## src/rtl/rf_wb_scheduler_pkg.sv

```systemverilog
// Shared types for the writeback path: register index, data word and the
// per-requester writeback payload.
package rf_wb_scheduler_pkg;

    localparam int unsigned WORD_SIZE = 32;
    localparam int unsigned NUM_REGS  = 32;
    localparam int unsigned REG_W     = $clog2(NUM_REGS);

    typedef logic [WORD_SIZE-1:0] data_t;
    typedef logic [REG_W-1:0]     reg_t;

    typedef struct packed {
        reg_t  rd;
        data_t wd;
    } wb_req_t;

    // One-hot mask of a register; x0 never appears so it cannot be tracked.
    function automatic logic [NUM_REGS-1:0] reg_mask(input reg_t r);
        logic [NUM_REGS-1:0] m;
        m    = '0;
        m[r] = 1'b1;
        m[0] = 1'b0;
        return m;
    endfunction

endpackage

```

## src/rtl/rf_wb_scheduler_sva.sv

```systemverilog
// Protocol checker for the writeback scheduler: grant is one-hot-or-zero and
// decode never issues to a register that still has an outstanding producer.
module rf_wb_scheduler_sva
    import rf_wb_scheduler_pkg::*;
#(
    parameter int N_REQ = 3
) (
    input logic                i_clk,
    input logic                i_rstn,
    input logic [N_REQ-1:0]    i_ready,
    input logic                i_issue_en,
    input reg_t                i_issue_rd,
    input logic                i_flush,
    input logic                i_wen,
    input reg_t                i_wnum,
    input logic [NUM_REGS-1:0] i_sb
);

    a_ready_onehot0: assert property (@(posedge i_clk) disable iff (!i_rstn)
        $onehot0(i_ready));

    // A writeback retiring the same register at this edge frees it for reissue
    a_no_issue_to_busy: assert property (@(posedge i_clk) disable iff (!i_rstn)
        (i_issue_en && (i_issue_rd != '0) && !i_flush && !(i_wen && (i_wnum == i_issue_rd)))
        |-> !i_sb[i_issue_rd]);

endmodule

```

## src/rtl/rr_arbiter.sv

```systemverilog
// Generic round-robin arbiter: one-hot grant to the first requester at or after
// the pointer; the pointer moves past the winner only when i_adv is asserted.
module rr_arbiter #(
    parameter int N = 3
) (
    input  logic         i_clk,
    input  logic         i_rstn,
    input  logic [N-1:0] i_req,
    input  logic         i_adv,
    output logic [N-1:0] o_gnt
);

    localparam int PW = (N > 1) ? $clog2(N) : 1;

    logic [PW-1:0] ptr_q;
    logic [PW-1:0] ptr_d;
    logic [PW-1:0] win_s;
    logic          found_s;
    int unsigned   idx_s;

    // Cyclic priority search starting at the pointer
    always_comb begin
        o_gnt   = '0;
        win_s   = '0;
        found_s = 1'b0;
        idx_s   = 0;
        for (int off = 0; off < N; off++) begin
            idx_s = (int'(ptr_q) + off) % N;
            if (!found_s && i_req[idx_s]) begin
                found_s      = 1'b1;
                win_s        = PW'(idx_s);
                o_gnt[idx_s] = 1'b1;
            end else begin
                found_s = found_s;
            end
        end
    end

    // Pointer advance past the winner, wrapping at N
    always_comb begin
        ptr_d = ptr_q;
        if (i_adv && found_s) begin
            if (win_s == PW'(N - 1)) begin
                ptr_d = '0;
            end else begin
                ptr_d = win_s + PW'(1);
            end
        end else begin
            ptr_d = ptr_q;
        end
    end

    // Pointer register
    always_ff @(posedge i_clk or negedge i_rstn) begin
        if (!i_rstn) begin
            ptr_q <= '0;
        end else begin
            ptr_q <= ptr_d;
        end
    end

endmodule

```

## src/rtl/rf_wb_scheduler.sv

```systemverilog
// Register-file write port scheduler: round-robin arbitration between the
// writeback units, a registered write stage, and the RAW busy scoreboard.
module rf_wb_scheduler
    import rf_wb_scheduler_pkg::*;
#(
    parameter int N_REQ = 3
) (
    input  logic                    i_clk,
    input  logic                    i_rstn,
    input  logic  [N_REQ-1:0]       i_req_valid,
    output logic  [N_REQ-1:0]       o_req_ready,
    input  reg_t  [N_REQ-1:0]       i_req_rd,
    input  data_t [N_REQ-1:0]       i_req_wd,
    input  logic                    i_issue_en,
    input  reg_t                    i_issue_rd,
    input  reg_t                    i_rs1,
    input  reg_t                    i_rs2,
    output logic                    o_rs1_busy,
    output logic                    o_rs2_busy,
    input  logic                    i_flush,
    output logic                    o_Wen,
    output reg_t                    o_Wnum,
    output data_t                   o_Wd
);

    logic [N_REQ-1:0]    gnt_s;
    logic [N_REQ-1:0]    ready_s;
    logic                hs_s;
    wb_req_t             sel_s;

    logic                wen_q;
    logic                wen_d;
    reg_t                wnum_q;
    reg_t                wnum_d;
    data_t               wd_q;
    data_t               wd_d;

    logic [NUM_REGS-1:0] sb_q;
    logic [NUM_REGS-1:0] sb_d;

    rr_arbiter #(
        .N      (N_REQ)
    ) u_arb (
        .i_clk  (i_clk),
        .i_rstn (i_rstn),
        .i_req  (i_req_valid),
        .i_adv  (hs_s),
        .o_gnt  (gnt_s)
    );

    // Grants only go to valid requesters, so any ready bit is a handshake
    assign ready_s     = gnt_s & {N_REQ{i_rstn}};
    assign hs_s        = |(ready_s & i_req_valid);
    assign o_req_ready = ready_s;

    // Payload mux for the granted requester
    always_comb begin
        sel_s = '0;
        for (int k = 0; k < N_REQ; k++) begin
            if (gnt_s[k]) begin
                sel_s.rd = i_req_rd[k];
                sel_s.wd = i_req_wd[k];
            end else begin
                sel_s = sel_s;
            end
        end
    end

    // Write stage next state; x0 handshakes complete without a write
    always_comb begin
        wen_d  = hs_s && (sel_s.rd != '0);
        wnum_d = wnum_q;
        wd_d   = wd_q;
        if (wen_d) begin
            wnum_d = sel_s.rd;
            wd_d   = sel_s.wd;
        end else begin
            wnum_d = wnum_q;
            wd_d   = wd_q;
        end
    end

    // Registered register-file write port
    always_ff @(posedge i_clk or negedge i_rstn) begin
        if (!i_rstn) begin
            wen_q  <= 1'b0;
            wnum_q <= '0;
            wd_q   <= '0;
        end else begin
            wen_q  <= wen_d;
            wnum_q <= wnum_d;
            wd_q   <= wd_d;
        end
    end

    assign o_Wen  = wen_q;
    assign o_Wnum = wnum_q;
    assign o_Wd   = wd_q;

    // Scoreboard next state: clear on retire, then set on issue so a new producer wins
    always_comb begin
        sb_d = sb_q;
        if (i_flush) begin
            sb_d = '0;
        end else begin
            if (wen_q) begin
                sb_d = sb_d & ~reg_mask(wnum_q);
            end else begin
                sb_d = sb_d;
            end
            if (i_issue_en && (i_issue_rd != '0)) begin
                sb_d = sb_d | reg_mask(i_issue_rd);
            end else begin
                sb_d = sb_d;
            end
        end
        sb_d[0] = 1'b0;
    end

    // Busy scoreboard register
    always_ff @(posedge i_clk or negedge i_rstn) begin
        if (!i_rstn) begin
            sb_q <= '0;
        end else begin
            sb_q <= sb_d;
        end
    end

    assign o_rs1_busy = sb_q[i_rs1];
    assign o_rs2_busy = sb_q[i_rs2];

    rf_wb_scheduler_sva #(
        .N_REQ      (N_REQ)
    ) u_sva (
        .i_clk      (i_clk),
        .i_rstn     (i_rstn),
        .i_ready    (ready_s),
        .i_issue_en (i_issue_en),
        .i_issue_rd (i_issue_rd),
        .i_flush    (i_flush),
        .i_wen      (wen_q),
        .i_wnum     (wnum_q),
        .i_sb       (sb_q)
    );

endmodule
```

## config.mk

```make
export PLATFORM = sky130hd
export DESIGN_NAME = rf_wb_scheduler
export DESIGN_NICKNAME = d
export VERILOG_FILES = /design/src/rtl/rf_wb_scheduler_pkg.sv /design/src/rtl/rf_wb_scheduler_sva.sv /design/src/rtl/rr_arbiter.sv /design/src/rtl/rf_wb_scheduler.sv
export SDC_FILE = /design/constraint.sdc
export NUM_CORES = 1
export LEC_CHECK = 0
export CAP_MARGIN = 20
export CORE_MARGIN = 10
export CORE_UTILIZATION = 25
export CTS_CLUSTER_DIAMETER = 60
export DETAILED_ROUTE_END_ITERATION = 16
export GPL_TIMING_DRIVEN = 1
export PLACE_DENSITY = 0.55
export SLEW_MARGIN = 25
export SYNTH_ARGS = -nofsm -noshare
export SYNTH_HDL_FRONTEND = slang
export SYNTH_SLANG_ARGS = --single-unit
```

## constraint.sdc

```tcl
create_clock -name i_clk -period 5.85 [get_ports i_clk]
set_input_delay 0.8775 -clock i_clk [delete_from_list [all_inputs] [get_ports i_clk]]
set_output_delay 0.8775 -clock i_clk [all_outputs]
set_load 0.01 [all_outputs]
```

==> results_dict.tcl <==
set metrics [dict create \
    status "completed" \
    tritoncts "done" \
    synth_top_family_by_area "compound AO/OA/AOI/OAI gates" \
    portBuffers 175 \
    die_x_um 156 \
    mappedNetlistArea_um2 4610 \
    n_fill_cell 1810 \
    drv_slew 0 \
    yosys.area_share.adder_pct 1.09 \
    synth_top_area_share_pct 38.6 \
    antenna_cells 0 \
    crit_arrival_ns 3.51 \
    grt_pass1_vias 4615 \
    vias 4324 \
    worst_pin_slew_ns 1.10 \
    overflow 0 \
    critPathSlowestCell "clkdlybuf4s50_1" \
    critical_path.cell_chain "clkdlybuf4s50_1 -> mux4_2 -> mux4_2 -> mux2_2 -> clkdlybuf4s50_1" \
    seqPwrFrac_pct 23.5 \
    viasPerCell 5.03 \
    dieArea_um2 24300 \
    routed_wl_um 16000 \
    rows 49 \
    cts-root-buf "clkbuf_16" \
    switchingPower_uw 1250 \
    cpLargestDelayFamily "multiplexers" \
    cts.repair.resized 0 \
    grt_use_total_pct 13.2 \
    critPathBufInv 2 \
    crit_path_max_incr_delay_ns 0.82 \
    gp_congestion 0.832 \
    holdBufCountCts 0 \
    postLayoutCoreUtil_pct 37.5 \
    rsz0062_at_grt "false" \
    postSynth.asyncResetShare_pct 100 \
    area_growth_pct 46.6 \
    synth_edf_count 0 \
    p_leak_uw 0.00264 \
    coreArea_um2 18000 \
    ys_seq_area_share_pct 38.6 \
    antenna_found_initial 0 \
    grt_pass1_wl_um 25400 \
    vdd_drop_max_v 0.000215 \
    fin_crit_sh_pct 75.0 \
    numCtsBuffers 9 \
    crit_type "in -> out" \
    setup_tns_ns 0 \
    synth-simple-area-share_pct 13.5 \
    syn_avg_cell_area_um2 9.78 \
    synth_compound_area_share_pct 22.6 \
    drv_cap 0 \
    netlist_top_cells_count "nand2_1 (79), o21ai_0 (72), dfrtp_1 (71)" \
    cts_sinks 71 \
    powerDensity_nw_per_um2 454 \
    ys_types 49 \
    synthMuxAreaShare_pct 19.5 \
    syn_nets 608 \
    hold_path_class "in -> async" \
    start_util_pct 25.6 \
    grt_max_degree 70 \
    clk_pin_slew_ns 0.05 \
    remaining_drc_errors 0 \
    synth-xor-area-share_pct 0 \
    h-tree-depth 3 \
    hold_ws_ns 0.491 \
    ys.flop_type "dfrtp_1" \
    yosysTopAreaCell "dfrtp_1" \
    drt_iter0_markers 217 \
    switching_share_pct 40.8 \
    synthCells 471 \
    ant_nets 0 \
    cp-end-kind "primary output" \
    post_cts_buffers 0 \
    ioPinCount 176 \
    clock_latency_ns 0.33 \
    drive_gt1_share_pct 13.8 \
    synth_most_common_cell "nand2_1" \
    cp_max_fo 9 \
    final-setup-viol-count 0 \
    fmax_mhz 228 \
    cts_buffer_depth 2 \
    hold_violations 0 \
    skew_ns 0.00312 \
    firstDrtPassIters 5 \
    synth_seq_cells 71 \
    start_kind "primary input" \
    required_ns 4.97 \
    drt-wirelength-per-cell_um 18.7 \
    synth.area.top_cells "dfrtp_1 (39%), mux4_2 (8.8%), o21ai_0 (7.8%)" \
    dp.final_hpwl_um 12400 \
    ys.warnings.count 0 \
    p_int_uw 1820 \
    slew_headroom_pct 26.4 \
    p_comb_share_pct 60.5 \
    power_frac_clock_pct 16.0 \
    fp.dieH_um 156 \
    period_minus_slack_ns 4.39 \
    final_nets 763 \
]
==> kinds of logic (layout without fill, tap and decap cells) <==
logic type	after synthesis	in the layout
AO/OA/AOI/OAI	166	166
adder cells (fa/ha/maj)	4	4
buffers and inverters	41	200
flip-flops	71	71
multiplexers	57	57
AND/OR/NAND/NOR	132	132
==> layer usage <==
metal	global-route usage, %	vias up	wire [um]	part of all wire, %
met1	15.9	2055	6800	42
met4	4.68	0	252	1.6
met3	6.62	14	1920	12
met2	19.8	203	7060	44
li1	-	2052	-	-
met5	0	-	0	0
==> power by group through the flow <==
stage | Sequential (uW) | Combinational (uW) | Clock (uW)
6_report | 722 | 1860 | 491
2_1_floorplan | 736 | 1280 | 0
3_5_place_dp | 725 | 1880 | 0
4_1_cts | 722 | 1880 | 510
3_3_place_gp | 722 | 1850 | 0
5_1_grt | 740 | 2050 | 529
==> placed cells by master (no fill, tap or decap), drive strengths merged, types with 4 or more instances in the layout <==
master	Yosys	final
nor3b	4	4
clkbuf	24	14
o21ai	74	74
nor2	14	14
nand3	4	4
mux2	38	38
and2	7	7
a22oi	34	34
buf	12	7
a31o	7	7
mux4	18	18
a22o	5	5
inv	5	5
nand3b	7	7
dfrtp	71	71
ha	4	4
a21oi	36	36
clkdlybuf4s50	0	173
and3b	4	4
nand2	79	79
==> cell type report <==
class / instances / area (um^2) / area share [%]
Tap cell: 229 / 287 / 4.24
Sequential cell: 71 / 1780 / 26.3
Timing Repair Buffer: 180 / 1780 / 26.4
Clock inverter: 1 / 5.00 / 0.0741
Inverter: 5 / 18.8 / 0.278
Clock buffer: 14 / 254 / 3.76
Multi-Input combinational cell: 359 / 2630 / 39.0
==> through the flow <==
step,std cells,total power (uW),cell area [um^2],setup WS [ns]
4_1_cts,859,3120,6760,1.42
3_3_place_gp,844,2570,6500,1.27
6_report,859,3070,6750,1.46
2_1_floorplan,471,2020,4610,2.39
5_1_grt,859,3320,6750,1.28
3_5_place_dp,844,2610,6500,1.23
==> final timing paths <==
check                                            from                          to  slack [ns]  cells after the start
max                                          i_rs1[0]                  o_rs1_busy        1.46                      5
min                                            i_rstn  u_arb.ptr_q[0]$_DFFE_PN0P_        0.49                      1
max reg2reg                u_arb.ptr_q[1]$_DFFE_PN0P_        o_Wd[31]$_DFFE_PN0P_        1.75                     12
min reg2reg                      o_Wd[20]$_DFFE_PN0P_        o_Wd[20]$_DFFE_PN0P_        0.50                      1
max in group asynchronous                      i_rstn          sb_q[19]$_DFF_PN0_        4.46                      2
min in group i_clk               o_Wd[20]$_DFFE_PN0P_        o_Wd[20]$_DFFE_PN0P_        0.50                      1
==> sequential cells by signal, summed over array words and instances, names as in the netlist <==
signal	count
o_Wd	32
u_arb.ptr_q	2
sb_q	31
o_Wnum	5
o_Wen	1
No activity file was read; power rests on OpenSTA's default activity.
==> RTL edit: new RTL, config.mk and constraints unchanged <==
`WORD_SIZE`: 32 -> 64.
--- a/src/rtl/rf_wb_scheduler_pkg.sv
+++ b/src/rtl/rf_wb_scheduler_pkg.sv
@@ -2,7 +2,7 @@
 // per-requester writeback payload.
 package rf_wb_scheduler_pkg;
 
-    localparam int unsigned WORD_SIZE = 32;
+    localparam int unsigned WORD_SIZE = 64;
     localparam int unsigned NUM_REGS  = 32;
     localparam int unsigned REG_W     = $clog2(NUM_REGS);
 
Interface: changed (resized i_req_wd and o_Wd); port bits go from 176 to 304. No check against the original RTL was run, so the function may have changed too.
==> RTL edit against the unedited design <==
- sequential cell count up 32
- area after synthesis grew 42%
- clock skew is 0.0046 ns higher
- cell area increased by 50%
- final cell count increased by 49%
- power is 65% higher
- wire length up 62%
- setup slack better by 0.022 ns
- largest power group unchanged
==> RTL edit: results (changes against the unedited design) <==
<table>
<tr><th>Metric</th><th>Value</th></tr>
<tr><th colspan="2">Final layout</th></tr>
<tr><td>Filler cell count in the final layout</td><td>2,592 (+43%)</td></tr>
<tr><td># nets final</td><td>1,169 (+53%)</td></tr>
<tr><td>Share of post-route cells with drive strength above 1</td><td>0.130 (-0.00845)</td></tr>
<tr><th colspan="2">Route</th></tr>
<tr><td>DRC marker count from the first detailed-route iteration</td><td>420 (+94%)</td></tr>
<tr><td>Via total after detailed routing</td><td>6,160 (+42%)</td></tr>
<tr><td>Routed length per placed instance</td><td>20.4 um (+9.3%)</td></tr>
<tr><th colspan="2">Synth</th></tr>
<tr><td>Commonest cells in the synthesized netlist</td><td>sky130_fd_sc_hd__nand2_1 (113), sky130_fd_sc_hd__o21ai_0 (108), sky130_fd_sc_hd__dfrtp_1 (103), sky130_fd_sc_hd__a22oi_1 (66), sky130_fd_sc_hd__mux2_4 (64)</td></tr>
<tr><td>Count of different cell masters after synthesis</td><td>44 (-10%)</td></tr>
<tr><td>Post-Syn Nets</td><td>898 (+48%)</td></tr>
<tr><td>Largest cells by area after synthesis</td><td>sky130_fd_sc_hd__dfrtp_1 (39%), sky130_fd_sc_hd__mux2_4 (15%), sky130_fd_sc_hd__o21ai_0 (8.2%), sky130_fd_sc_hd__a22oi_1 (7.6%), sky130_fd_sc_hd__nand2_1 (6.5%)</td></tr>
<tr><th colspan="2">Worst setup path</th></tr>
<tr><td>Critical Path AT</td><td>3.49 ns (-0.02 ns)</td></tr>
<tr><th colspan="2">Global route</th></tr>
<tr><td>Maximum number of pins on one net before global-route repair</td><td>73 (+4.3%)</td></tr>
<tr><td>Met1 capacity usage during global routing</td><td>0.177 (+0.0178)</td></tr>
<tr><td>Global-route met2 utilization</td><td>0.257 (+0.0593)</td></tr>
<tr><td>GR Util met3</td><td>0.0489 (-0.0173)</td></tr>
<tr><td>First-pass GRT wire length</td><td>38,800 um (+52%)</td></tr>
<tr><td>Vias in the first global route</td><td>6,412 (+39%)</td></tr>
<tr><th colspan="2">Placement</th></tr>
<tr><td>HPWL after detailed placement</td><td>20,900 um (+68%)</td></tr>
<tr><td>Worst slack after detailed placement</td><td>1.47 ns (+0.241 ns)</td></tr>
<tr><td>Buffers on Ports</td><td>303 (+73%)</td></tr>
<tr><td>Post-placement cell area</td><td>9840 um^2 (+51%)</td></tr>
<tr><td>Global placer's final weighted congestion</td><td>0.864 (+3.8%)</td></tr>
<tr><th colspan="2">Status</th></tr>
<tr><td>Result of the run</td><td>finished, final reports clean</td></tr>
<tr><th colspan="2">CTS</th></tr>
<tr><td>Clock-pin slew of the registers on the worst-case setup and hold paths</td><td>0.07 ns (+0.02 ns)</td></tr>
<tr><th colspan="2">Timing</th></tr>
<tr><td>Max-Slew Margin vs Limit</td><td>0.451 (+0.187)</td></tr>
</table>
RTL edit: cell count changes after synthesis, sizes merged, moves of 13 or more:
| cell | change |
|---|---|
| inv | +13 |
| o21ai | +34 |
| nand2 | +34 |
| a22oi | +32 |
| mux2 | +31 |
| dfrtp | +32 |
RTL edit: report_power, final:
group	switching, mW	total [mW]	internal (mW)	leakage (nW)
sequential	0.153	1.09	0.933	1.36
clock	0.274	0.652	0.378	0.149
combinational	1.71	3.33	1.62	2.50
RTL edit: area by class of cell:
class,count,area share
clock inverters,6,0.00911
clock buffers,10,0.0225
multi-input cells,492,0.363
flip-flops and latches,103,0.254
repair buffers,312,0.304
inverters,18,0.00665
well taps,335,0.0412
RTL edit: kinds of logic (layout without fill, tap and decap cells):
logic type,Yosys count,after routing,synth area share
AO/OA/AOI/OAI,236,236,0.220
adder cells (fa/ha/maj),4,4,0.00763
buffers and inverters,70,346,0.0506
flip-flops,103,103,0.393
multiplexers,90,90,0.222
AND/OR/NAND/NOR,162,162,0.107
RTL edit: final timing paths:
check                                                 from              endpoint  slack (ns)  depth (start not counted)
worst max-delay path                              i_rs2[0]            o_rs2_busy        1.49                          5
min in group asynchronous                           i_rstn    sb_q[23]$_DFF_PN0_        0.54                          1
max in group asynchronous                           i_rstn  o_Wd[45]$_DFFE_PN0P_        4.07                          2
worst min register to register        o_Wd[47]$_DFFE_PN0P_  o_Wd[47]$_DFFE_PN0P_        0.51                          1
worst max register to register  u_arb.ptr_q[1]$_DFFE_PN0P_  o_Wd[47]$_DFFE_PN0P_        2.07                         10
worst min-delay path                  o_Wd[47]$_DFFE_PN0P_  o_Wd[47]$_DFFE_PN0P_        0.51                          1
RTL edit: through the flow:
step,util,instances
global route,0.392,1276
detailed placement,0.380,1260
global placement,0.380,1260
finish,0.392,1276
floorplan,-,665
CTS,0.392,1276
RTL edit: layer usage:
metal | vias to the layer above | routed length [um]
li1 | 2973 | -
met1 | 2899 | 10600
met2 | 272 | 12900
met3 | 16 | 2250
met4 | 0 | 250
met5 | - | 0
RTL edit: critical path: stages:
cell and delay, ns:
sky130_fd_sc_hd__clkdlybuf4s50_1 0.80, sky130_fd_sc_hd__mux4_2 0.57, sky130_fd_sc_hd__mux4_2 0.48, sky130_fd_sc_hd__mux2_2 0.27, sky130_fd_sc_hd__clkdlybuf4s50_1 0.49
